### src/rtl/acc_requant_drain_if.sv
// acc_requant_drain_if: bundles the vector-capture and channel-stream handshakes
// of acc_requant_drain.
//   acc_i / shift / acc_vld / acc_rdy : one N_KERNEL-wide vector of 2*B_PIXEL-bit
//                                       signed sums plus its right-shift amount
//   relu                              : ReLU request captured with the vector
//                                       (only when ACC_REQUANT_RELU_EN is defined)
//   dout / dout_vld / dout_rdy / dout_last : one requantised channel per beat
// Modports: slave = the requant block, master = the surrounding environment.
interface acc_requant_drain_if #(
  parameter int unsigned N_KERNEL = 3,
  parameter int unsigned B_PIXEL  = 16,
  parameter int unsigned B_SHIFT  = 5
);
  logic [2*B_PIXEL*N_KERNEL-1:0] acc_i;
  logic                          acc_vld;
  logic                          acc_rdy;
  logic [B_SHIFT-1:0]            shift;
`ifdef ACC_REQUANT_RELU_EN
  logic                          relu;
`endif
  logic [B_PIXEL-1:0]            dout;
  logic                          dout_vld;
  logic                          dout_rdy;
  logic                          dout_last;

  modport slave (
    input  acc_i, acc_vld, shift,
`ifdef ACC_REQUANT_RELU_EN
    input  relu,
`endif
    input  dout_rdy,
    output acc_rdy, dout, dout_vld, dout_last
  );

  modport master (
    output acc_i, acc_vld, shift,
`ifdef ACC_REQUANT_RELU_EN
    output relu,
`endif
    output dout_rdy,
    input  acc_rdy, dout, dout_vld, dout_last
  );
endinterface

### src/rtl/acc_requant_drain.sv
// acc_requant_drain: captures one vector of accumulator sums, then streams each
// channel out after a rounding arithmetic right shift and saturation to B_PIXEL.
// Ports:
//   clk     : rising-edge clock
//   rst     : synchronous active-high reset (wins over clk_en)
//   clk_en  : global advance enable; all state holds while low
//   bus     : acc_requant_drain_if.slave (vector in, channel stream out)
// Optional: define ACC_REQUANT_RELU_EN to add a captured relu bit that forces
// negative saturated results to zero.
module acc_requant_drain #(
  parameter int unsigned N_KERNEL = 3,
  parameter int unsigned B_PIXEL  = 16,
  parameter int unsigned B_SHIFT  = 5
) (
  input  logic                 clk,
  input  logic                 rst,
  input  logic                 clk_en,
  acc_requant_drain_if.slave   bus
);
  localparam int unsigned W_ACC = 2 * B_PIXEL;
  localparam int unsigned W_EXT = W_ACC + 1;
  localparam int unsigned W_VEC = W_ACC * N_KERNEL;
  localparam int unsigned W_IDX = $clog2(N_KERNEL + 1);
  localparam int unsigned S_MAX = W_ACC - 1;

  localparam logic signed [W_EXT-1:0] SAT_MAX = W_EXT'((2 ** (B_PIXEL - 1)) - 1);
  localparam logic signed [W_EXT-1:0] SAT_MIN = ~SAT_MAX;

  typedef enum logic {
    IDLE  = 1'b0,
    DRAIN = 1'b1
  } state_t;

  state_t               state;
  logic [W_VEC-1:0]     acc_q;
  logic [B_SHIFT-1:0]   shift_q;
  logic [W_IDX-1:0]     idx;       // next channel to load into the output register
  logic                 acc_rdy_q;
  logic [B_PIXEL-1:0]   dout_q;
  logic                 dout_vld_q;
  logic                 dout_last_q;
`ifdef ACC_REQUANT_RELU_EN
  logic                 relu_q;
  logic                 relu_sel;
`endif

  logic [W_ACC-1:0]        ch_sel;
  logic [B_SHIFT-1:0]      shift_sel;
  logic [B_SHIFT-1:0]      s_eff;
  logic signed [W_EXT-1:0] ext;
  logic signed [W_EXT-1:0] rnd;
  logic signed [W_EXT-1:0] sum;
  logic signed [W_EXT-1:0] shr;
  logic [B_PIXEL-1:0]      res;

  assign bus.acc_rdy   = acc_rdy_q;
  assign bus.dout      = dout_q;
  assign bus.dout_vld  = dout_vld_q;
  assign bus.dout_last = dout_last_q;

  // Operand select: in IDLE channel 0 comes straight from the input so it can be
  // loaded on the capture edge; in DRAIN the captured vector is indexed.
  always_comb begin
    ch_sel    = bus.acc_i[W_ACC-1:0];
    shift_sel = bus.shift;
`ifdef ACC_REQUANT_RELU_EN
    relu_sel  = bus.relu;
`endif
    if (state == DRAIN) begin
      ch_sel    = '0;
      shift_sel = shift_q;
`ifdef ACC_REQUANT_RELU_EN
      relu_sel  = relu_q;
`endif
      for (int j = 0; j < int'(N_KERNEL); j++) begin
        if (idx == W_IDX'(j)) ch_sel = acc_q[j*W_ACC +: W_ACC];
      end
    end
  end

  // Rounding shift and saturation; one extra bit keeps the rounding add exact.
  always_comb begin
    s_eff = (32'(shift_sel) > S_MAX) ? B_SHIFT'(S_MAX) : shift_sel;
    ext   = {ch_sel[W_ACC-1], ch_sel};
    rnd   = (s_eff == '0) ? '0 : (W_EXT'(1) << (s_eff - B_SHIFT'(1)));
    sum   = ext + rnd;
    shr   = sum >>> s_eff;
    if (shr > SAT_MAX) begin
      res = SAT_MAX[B_PIXEL-1:0];
    end else if (shr < SAT_MIN) begin
      res = SAT_MIN[B_PIXEL-1:0];
    end else begin
      res = shr[B_PIXEL-1:0];
    end
`ifdef ACC_REQUANT_RELU_EN
    if (relu_sel && res[B_PIXEL-1]) res = '0;
`endif
  end

  // Capture/drain state machine with registered handshake outputs.
  always_ff @(posedge clk) begin
    if (rst) begin
      state       <= IDLE;
      acc_q       <= '0;
      shift_q     <= '0;
      idx         <= '0;
      acc_rdy_q   <= 1'b1;
      dout_q      <= '0;
      dout_vld_q  <= 1'b0;
      dout_last_q <= 1'b0;
`ifdef ACC_REQUANT_RELU_EN
      relu_q      <= 1'b0;
`endif
    end else if (clk_en) begin
      case (state)
        IDLE: begin
          if (bus.acc_vld) begin
            acc_q       <= bus.acc_i;
            shift_q     <= bus.shift;
`ifdef ACC_REQUANT_RELU_EN
            relu_q      <= bus.relu;
`endif
            dout_q      <= res;
            dout_vld_q  <= 1'b1;
            dout_last_q <= (N_KERNEL == 1);
            idx         <= W_IDX'(1);
            acc_rdy_q   <= 1'b0;
            state       <= DRAIN;
          end
        end
        DRAIN: begin
          if (!dout_vld_q || bus.dout_rdy) begin
            if (idx < W_IDX'(N_KERNEL)) begin
              dout_q      <= res;
              dout_vld_q  <= 1'b1;
              dout_last_q <= (idx == W_IDX'(N_KERNEL - 1));
              idx         <= idx + W_IDX'(1);
            end else begin
              // Final beat accepted: vector complete.
              dout_vld_q  <= 1'b0;
              dout_last_q <= 1'b0;
              idx         <= '0;
              acc_rdy_q   <= 1'b1;
              state       <= IDLE;
            end
          end
        end
        default: state <= IDLE;
      endcase
    end
  end
endmodule

### src/flat_wrapper.sv
// flat-port wrapper written by rule: the top's interface ports become plain ports
module acc_requant_drain_flat 
#(
  parameter int unsigned N_KERNEL = 3,
  parameter int unsigned B_PIXEL  = 16,
  parameter int unsigned B_SHIFT  = 5
)
  (clk, rst, clk_en, bus_acc_i, bus_acc_vld, bus_shift, bus_dout_rdy, bus_acc_rdy, bus_dout, bus_dout_vld, bus_dout_last);
  acc_requant_drain_if #(.N_KERNEL(N_KERNEL), .B_PIXEL(B_PIXEL), .B_SHIFT(B_SHIFT)) bus_i ();
  input  logic clk;
  input  logic rst;
  input  logic clk_en;
  input wire logic [$bits(bus_i.acc_i)-1:0] bus_acc_i;
  input wire logic [$bits(bus_i.acc_vld)-1:0] bus_acc_vld;
  input wire logic [$bits(bus_i.shift)-1:0] bus_shift;
  input wire logic [$bits(bus_i.dout_rdy)-1:0] bus_dout_rdy;
  output wire logic [$bits(bus_i.acc_rdy)-1:0] bus_acc_rdy;
  output wire logic [$bits(bus_i.dout)-1:0] bus_dout;
  output wire logic [$bits(bus_i.dout_vld)-1:0] bus_dout_vld;
  output wire logic [$bits(bus_i.dout_last)-1:0] bus_dout_last;
  assign bus_i.acc_i = bus_acc_i;
  assign bus_i.acc_vld = bus_acc_vld;
  assign bus_i.shift = bus_shift;
  assign bus_i.dout_rdy = bus_dout_rdy;
  assign bus_acc_rdy = bus_i.acc_rdy;
  assign bus_dout = bus_i.dout;
  assign bus_dout_vld = bus_i.dout_vld;
  assign bus_dout_last = bus_i.dout_last;
  acc_requant_drain #(.N_KERNEL(N_KERNEL), .B_PIXEL(B_PIXEL), .B_SHIFT(B_SHIFT)) u_core (.clk(clk), .rst(rst), .clk_en(clk_en), .bus(bus_i));
endmodule
### config.mk
export PLATFORM = sky130hd
export DESIGN_NAME = acc_requant_drain_flat
export DESIGN_NICKNAME = d
export VERILOG_FILES = /design/src/rtl/acc_requant_drain_if.sv /design/src/rtl/acc_requant_drain.sv /design/src/flat_wrapper.sv
export SDC_FILE = /design/constraint.sdc
export NUM_CORES = 1
export LEC_CHECK = 0
export CAP_MARGIN = 20
export CORE_MARGIN = 3
export CORE_UTILIZATION = 40
export DETAILED_ROUTE_END_ITERATION = 10
export SYNTH_ARGS = -nofsm -noshare
export SYNTH_HDL_FRONTEND = slang
export SYNTH_SLANG_ARGS = --single-unit
### constraint.sdc
create_clock -name clk -period 8.86 [get_ports clk]
set_clock_uncertainty 0.2 [all_clocks]
set_input_delay 1.772 -clock clk [delete_from_list [all_inputs] [get_ports clk]]
set_output_delay 1.772 -clock clk [all_outputs]
set_load 0.05 [all_outputs]
-- Word-level counts from Yosys, hierarchy flattened
Cells that the tools add are included.
- memories kept: 0
- memory bits (read-only): 0
- memory bits (writable): 0
- bits of input ports: 106
- flip-flop bits (word level): 123
- latch bits: 0
- eq/ne operators: 6
- bitwise logic cells: 1
- mux-type cells: 30
- multiply operators: 0
- reduce and logical (&&, ||, !) cells: 8
- add/subtract/negate cells: 3
- magnitude comparators: 3
- shifts and indexed selects: 2
- div/mod/pow operators: 0
- operators with widths (cell ; count):
    $mux W32 ; 4
    $mux W16 ; 5
    $add A32 B33 Y33 ; 1
    $gt A33 B16 Y1 const B ; 1
    $lt A33 B16 Y1 const B ; 1
    $mux W33 ; 1
    $shl A1 B5 Y33 const A ; 1
    $sshr A33 B5 Y33 ; 1
    $pmux W16 S2 ; 1
    $mux W1 ; 10
    $ne A2 B2 Y1 const B ; 4
    $pmux W1 S2 ; 4
    $reduce_and A4 Y1 ; 2
    $mux W2 ; 3
    $reduce_and A3 Y1 ; 2
    $logic_not A5 Y1 ; 1
    $mux W5 ; 1
    $sub A5 B1 Y5 const B ; 1
    $pmux W2 S2 ; 1
    $add A2 B1 Y2 const B ; 1
    $eq A2 B1 Y1 const B ; 1
    $eq A2 B2 Y1 const B ; 1
    $logic_not A2 Y1 ; 1
    $lt A2 B2 Y1 const B ; 1
    other kinds (3) ; 3

-- Longest topological paths before layout
Gate-level depths: netlist of the first run.
- depth after elaboration: 13
- depth in mapped cells: 27
- gate-level depth less buffers: 23

-- Worst setup path before layout of the first run
Ideal clock, no wire load.
- path type: input-to-reg
- start point: in bus_shift[2]
- end point: reg u_core.dout_q[12], in the netlist u_core.bus.dout[12]
- stages on the path: 22
- path buffers: 2
- setup time: 80 ps
- arrival: 6683 ps
- path slack: 1897 ps
- cell sequence: mux2_2 > nor2_1 > nand2_1 > nor2_1 > ha_1 > inv_1 > fa_1 > nand2b_1 > a21o_1 > a2111o_1 > and3_1 > buf_6 > o21ai_4 > a211oi_4 > a221oi_4 > a31oi_1 > a311o_1 > or4b_4 > o31ai_4 > buf_6 > o221ai_2 > a211oi_2
- longest elaborated chain between the ends: 12
- elaborated cells on any way between the ends: 15
- those cells by class: add/sub: 2; order compare: 2; shift: 2; mux: 8; reduce/logical: 1
- ends and longest elaborated chain (element ; RTL line ; text):
    from (decl) ; flat_wrapper.sv:15 ; input wire logic [$bits(bus_i.shift)-1:0] bus_shift;
    $mux W5 (*) ; acc_requant_drain.sv:69 ; if (state == DRAIN) begin
    $sub A5 B1 Y5 ; acc_requant_drain.sv:85 ; rnd = (s_eff == '0) ? '0 : (W_EXT'(1) << (s_eff - B_SHIFT'(1)));
    $shl A1 B5 Y33 ; acc_requant_drain.sv:85 ;
    $mux W33 ; acc_requant_drain.sv:85 ;
    $add A32 B33 Y33 ; acc_requant_drain.sv:86 ; sum = ext + rnd;
    $sshr A33 B5 Y33 (*) ; acc_requant_drain.sv:87 ; shr = sum >>> s_eff;
    $lt A33 B16 Y1 ; acc_requant_drain.sv:90 ; end else if (shr < SAT_MIN) begin
    $mux W16 ; acc_requant_drain.sv:90 ;
    $mux W16 (*) ; acc_requant_drain.sv:88 ; if (shr > SAT_MAX) begin
    $mux W16 ; acc_requant_drain.sv:133 ; if (idx < W_IDX'(N_KERNEL)) begin
    $mux W16 ; acc_requant_drain.sv:132 ; if (!dout_vld_q || bus.dout_rdy) begin
    $pmux W16 S2 (*) ; acc_requant_drain.sv:115 ; case (state)
    to (signal assigned) ; acc_requant_drain.sv:123 ; dout_q <= res;
    to (signal assigned) ; acc_requant_drain.sv:134 ; dout_q <= res;
    to (decl) ; acc_requant_drain.sv:39 ; logic [B_PIXEL-1:0] dout_q;
Mark *: on every way between the ends. The rest lies on a longest branch, timed or not. The select of a mux whose other input is x is not followed.
A chain may end at the register's enable or synchronous reset.

-- Final worst setup path of the first run
- start point: in bus_shift[0]
- end point: reg u_core.dout_q[8], in the netlist u_core.bus.dout[8]
Same word-level chain as after synthesis.

==> run_results.csv, run 1 <==
group,metric,value,unit
run_status,status,"completed",
clocking,htree_levels,4,
power,total_leakage_power,4.54,nW
critical_path,end_kind,"flop",
floorplanning,row_count,58,
clocking,cts-root-buf,"clkbuf_16",
drt,drc,0,
global_route,grt_pass1_vias,10600,
clocking,numCtsBuffers,17,
yosys,synth_cells,1522,
global_route,track_usage,25.8,%
drt,ant_nets,0,
clocking,insertion_delay,440,ps
critical_path,crit_required,9020,ps
finish,design_area,12300,sq um
clocking,post_cts_resized,0,
clocking,cts.clk_slew.worst_paths,70,ps
placed_design,placed_cell_area,11700,sq um
critical_path,ff2ff_setup_slack,2020,ps
finish,final_nets,1723,
floorplanning,io_pins,125,
power,vdd_drop_max,0.106,mV
drt,drt_first_pass_iters,5,
drt,vias,11300,
sta,hold_viol_final,0,
finish,fill_cells,2574,
drt,drt-wirelength-per-cell,18.9,um
yosys,synth_top_area_cell,"dfxtp_1",
clocking,numClockSinks,123,
finish,finalNonFillerCells,1922,
yosys,yosysTopAreaCellShare,24.0,%
global_route,antenna_found_initial,0,
sta,tightest_slew,1030,ps
placed_design,placed_cells,1890,
sta,setup_tns,0,ps
clocking,cts_setup_buffers,0,
global_route,grt_max_degree,94,
yosys,synth_warnings,0,
placed_design,place_congestion,0.986,
power,power_density,162,nW/um^2
finish,drive_above_1_share,8.92,%
clocking,clockBufferDepth,2,
min_path,hp-class,"reg -> reg",
sta,fin_crit_sh,87.8,%
clocking,tritoncts,"done",
global_route,grt_pass1_wl,58800,um
floorplanning,die_h,166,um
finish,syn2layout_area_growth,20.0,%
yosys,async_flop_share,0,%
sta,max_freq,129,MHz
sta,rsz0062_at_grt,"false",
finish,diodes,0,
placed_design,dpl.hpwl,26700,um
yosys,ys_seq_area_share,24.0,%
min_path,hold_depth,2,
sta,setup_violations,0,
floorplanning,core_area,25200,sq um
placed_design,portBuffers,124,
yosys,ys_ff_latch,123,
yosys,synthesis.nets,1666,
drt,dr.first_iter.drc_count,1234,
yosys,ys_top_cells_by_area,"dfxtp_1, nand2_1, a21oi_1",
floorplanning,die-area,27600,sq um
drt,drt-total-wl,36400,um
floorplanning,initial_core_util,40.8,%
yosys,syn_area,10300,sq um
drt,via_per_inst,5.86,
flow_run,cap_violations,0,
floorplanning,dieWidth,166,um
critical_path,start_kind,"input pin",
yosys,avgSynthCellArea,6.75,sq um
critical_path,critPathArrivalTime,7930,ps
critical_path,path_class,"in -> reg",
clocking,hold_buffers,0,
yosys,synth-edff-count,0,
yosys,synthFlopType,"dfxtp_1",
sta,max-slew-margin-rel,31.4,%
sta,min_period,7780,ps
global_route,overflow,0,
sta,slew_viol_final,0,
critical_path,r2r_cells,22,
critical_path,path_max_fanout,15,
yosys,ys_types,81,
==> final cells by class <==
type / count / area, sq um / area share [%]
Multi-Input combinational cell: 1268 / 7330 / 59.4
Timing Repair Buffer: 156 / 1480 / 12.0
Clock buffer: 17 / 425 / 3.45
Clock inverter: 15 / 174 / 1.41
Inverter: 13 / 48.8 / 0.396
Sequential cell: 123 / 2460 / 20.0
Tap cell: 330 / 413 / 3.35
==> critical path, cell delays in order <==
cell and delay (ps):
clkdlybuf4s50_1 490, mux2_2 430, buf_4 210, nand2_1 300
buf_4 220, nor2_1 50, ha_1 580, nand2_1 130
o21ai_1 410, o21a_1 260, nor3_1 70, a311oi_2 420
a31oi_1 180, a211oi_2 430, o221ai_1 270, a311o_1 330
or4b_4 500, o31ai_4 240, buf_4 240, o221ai_1 140
a211oi_1 240
==> layer usage <==
layer	vias to the layer above	routed length [um]	share of wire (%)	track usage, %
met5	-	0	0	0
met4	0	878	2.4	7.14
met3	62	2010	5.5	3.81
met2	360	16200	45	41.0
met1	5307	17300	48	36.6
li1	5536	-	-	-
==> cell families after synthesis <==
family / after synthesis / share of synthesized area, %
XOR/XNOR: 19 / 1.62
other: 1 / 0.0365
buffers and inverters: 131 / 5.26
adder cells (fa/ha/maj): 38 / 4.70
multiplexers: 81 / 8.53
AO/OA/AOI/OAI: 475 / 29.4
flip-flops: 123 / 24.0
AND/OR/NAND/NOR: 654 / 26.5
==> registers in the layout, indices dropped and copies added (netlist names) <==
signal / flops
u_core.bus.acc_rdy: 1
u_core.idx: 2
u_core.bus.dout: 16
u_core.state: 1
u_core.acc_q: 96
u_core.shift_q: 5
u_core.bus.dout_last: 1
u_core.bus.dout_vld: 1
==> worst paths after layout <==
check                         from            endpoint
hold reg to reg   u_core.acc_q[95]    u_core.acc_q[95]
setup / recovery      bus_shift[0]  u_core.bus.dout[8]
hold / removal    u_core.acc_q[95]    u_core.acc_q[95]
setup reg to reg     u_core.idx[1]  u_core.bus.dout[8]
==> cells in the final DEF (no fill, tap or decap), types with 14 or more instances in the layout <==
master	instances
nand2_1	382
a21oi_1	210
nor2_1	148
clkdlybuf4s50_1	123
dfxtp_1	122
o21ai_0	77
mux2_2	42
ha_1	35
mux2i_1	34
buf_4	33
nand3_1	30
o211ai_1	29
nor3_1	24
a211oi_1	19
nand4_1	18
a31oi_1	17
clkbuf_16	17
xnor2_1	15
o21a_1	14
==> stage by stage <==
step / power, mW / utilization (%) / setup WS [ps] / hold WS, ps
6_report: 2.00 / 49.0 / 1080 / 255
5_1_grt: 2.10 / 49.0 / 743 / 269
4_1_cts: 2.00 / 49.0 / 1200 / 256
3_5_place_dp: 1.28 / 46.6 / 748 / 247
3_3_place_gp: 1.28 / 46.6 / 858 / 242
2_1_floorplan: 1.06 / - / 1900 / 231
==> power by group <==
group / switching [mW] / total, mW / internal, mW
registers: 0.0179 / 0.601 / 0.583
clock network: 0.340 / 0.721 / 0.382
logic: 0.421 / 0.675 / 0.254
==> synth_stat cells, types with 9 or more instances <==
cell      instances
nand2_1         382
o21ai_1           9
dfxtp_1         123
a21o_1           12
xnor2_1          15
a21oi_1         210
ha_1             37
buf_2            23
o21a_1           14
nand3_1          30
nor2_1          149
or3_1            11
a31oi_1          17
inv_1            13
clkbuf_1         78
mux2i_1          38
nor3_1           24
o211ai_1         29
nand4_1          18
a211oi_2          9
mux2_2           42
a211oi_1         19
o21ai_0          77
buf_1            13
(Power assumes the default switching activity.)
==> run 2, diff against run 1 <==
--- a/config.mk
+++ b/config.mk
@@ -6,8 +6,10 @@
 export NUM_CORES = 1
 export LEC_CHECK = 0
 export CAP_MARGIN = 20
+export CORE_ASPECT_RATIO = 1.2
 export CORE_MARGIN = 3
 export CORE_UTILIZATION = 40
+export CTS_CLUSTER_DIAMETER = 40
 export DETAILED_ROUTE_END_ITERATION = 10
 export SYNTH_ARGS = -nofsm -noshare
 export SYNTH_HDL_FRONTEND = slang
==> run_results.csv, run 2 (synthesis gave the netlist of run 1 again) <==
group,metric,value,unit
critical_path,crit-reg2reg-launch,"u_core.idx[1]",
sta,fin_ws,1160,ps
floorplanning,core_area,25000,sq um
drt,drt-total-wl,36300,um
floorplanning,io_pins,125,
clocking,hold_buffers,0,
finish,final_nets,1727,
clocking,cts-root-buf,"clkbuf_16",
power,vdd_drop_max,0.119,mV
finish,design_area,12400,sq um
drt,vias,11200,
floorplanning,dieWidth,152,um
clocking,clockBufferDepth,2,
placed_design,portBuffers,124,
sta,rsz0062_at_grt,"false",
min_path,hold_depth,2,
sta,tightest_slew,967,ps
global_route,grt_pass1_wl,57100,um
finish,largest_reg_flops,96,
floorplanning,initial_core_util,41.1,%
power,total_leakage_power,4.57,nW
min_path,hp-class,"reg -> reg",
clocking,htree_levels,4,
drt,dr.first_iter.drc_count,879,
sta,max_freq,130,MHz
critical_path,r2r-end,"u_core.bus.dout[9]",
critical_path,crit_required,8980,ps
sta,setup_tns,0,ps
sta,hold_viol_final,0,
global_route,track_usage,25.1,%
sta,min_period,7700,ps
floorplanning,die-area,27700,sq um
sta,setup_violations,0,
finish,diodes,0,
critical_path,path_class,"in -> reg",
run_status,status,"completed",
critical_path,end_kind,"flop",
global_route,grt-busiest-layer,"met2",
global_route,grt_use_met1,32.7,%
global_route,grtUsageMet3,3.50,%
finish,layout_common_cells,"nand2_1, a21oi_1, nor2_1",
critical_path,critPathArrivalTime,7830,ps
clocking,cts_setup_buffers,0,
placed_design,detailedPlace.worstSlack,791,ps
finish,layout_commonest_cell,"nand2_1",
finish,drive_above_1_share,9.09,%
finish,fill_cells,2572,
critical_path,path_max_fanout,20,
power,power_density,166,nW/um^2
global_route,grt_max_degree,89,
placed_design,place_congestion,0.956,
sta,holdWs,253,ps
clocking,post_cts_resized,0,
floorplanning,die_h,182,um
clocking,numCtsBuffers,17,
drt,drt-wirelength-per-cell,18.9,um
min_path,hold_start,"u_core.acc_q[17]",
finish,largest_register,"u_core.acc_q",
clocking,insertion_delay,420,ps
critical_path,ff2ff_setup_slack,1970,ps
sta,max-slew-margin-rel,35.5,%
sta,fin_crit_sh,87.0,%
global_route,grt_util_met2,41.6,%
global_route,grt_pass1_vias,10600,
clocking,cts.clk_slew.worst_paths,60,ps
drt,drt_first_pass_iters,5,
min_path,worstHoldEndpoint,"u_core.acc_q[17]",
drt,via_per_inst,5.83,
floorplanning,row_count,63,
finish,syn2layout_area_growth,20.7,%
sta,slew_viol_final,0,
drt,drc,0,
flow_run,cap_violations,0,
critical_path,start_kind,"input pin",
clocking,tritoncts,"done",
placed_design,placed_cell_area,11800,sq um
clocking,numClockSinks,123,
drt,ant_nets,0,
placed_design,dpl.hpwl,26800,um
global_route,antenna_found_initial,0,
critical_path,r2r_cells,22,
global_route,overflow,0,
-- run 2: worst max path at each step --
stage | cells after the start | startpoint | slack, ps | endpoint
5_1_grt | 20 | bus_shift[0] | 890 | u_core.bus.dout[8]
4_1_cts | 20 | bus_shift[0] | 1230 | u_core.bus.dout[9]
6_report | 20 | bus_shift[0] | 1160 | u_core.bus.dout[9]
2_1_floorplan | 22 | bus_shift[2] | 1900 | u_core.bus.dout[12]
3_5_place_dp | 20 | bus_shift[0] | 790 | u_core.bus.dout[9]
3_3_place_gp | 19 | bus_shift[4] | 930 | u_core.bus.dout[5]
-- run 2: stage by stage --
step | total power [mW] | cells | util (%)
after floorplan | 1.06 | 1522 | -
after global placement | 1.29 | 1889 | 47.1
after detailed placement | 1.28 | 1889 | 47.1
after CTS | 2.07 | 1921 | 49.6
after global routing | 2.16 | 1921 | 49.6
final | 2.06 | 1921 | 49.6
-- run 2: final cells by class --
type	count	area [sq um]	area share, %
multi-input combinational	1268	7330	59.1
sequential	123	2460	19.9
timing repair buffer	160	1520	12.3
clock buffer	18	429	3.46
tap	325	407	3.28
clock inverter	14	208	1.67
inverter	13	48.8	0.393
-- run 2: routing by layer --
layer,up-vias,routed length [um]
met2,332,17000
met4,0,1390
met5,-,0
li1,5543,-
met3,80,1490
met1,5249,16400
-- run 2: report_power, final --
part           switching (mW)  internal [mW]  leakage, nW
clock network           0.298          0.479        0.305
registers              0.0195          0.584         1.01
logic                   0.421          0.259         3.26
total                   0.738           1.32         4.57
-- run 2: worst max-delay path: stages --
cell and delay (ps):
clkdlybuf4s50_1 570, mux2_2 540, nand2_1 240, buf_4 230, nor2_1 140, ha_1 470, nand2_1 170, o21ai_1 350
o21a_1 240, nor3_1 70, a311oi_2 510, nand2_1 240, a221oi_4 350, a31oi_1 190, a311o_1 340, or4b_4 500
o31ai_4 290, buf_12 180, o221ai_1 120, a211oi_1 290
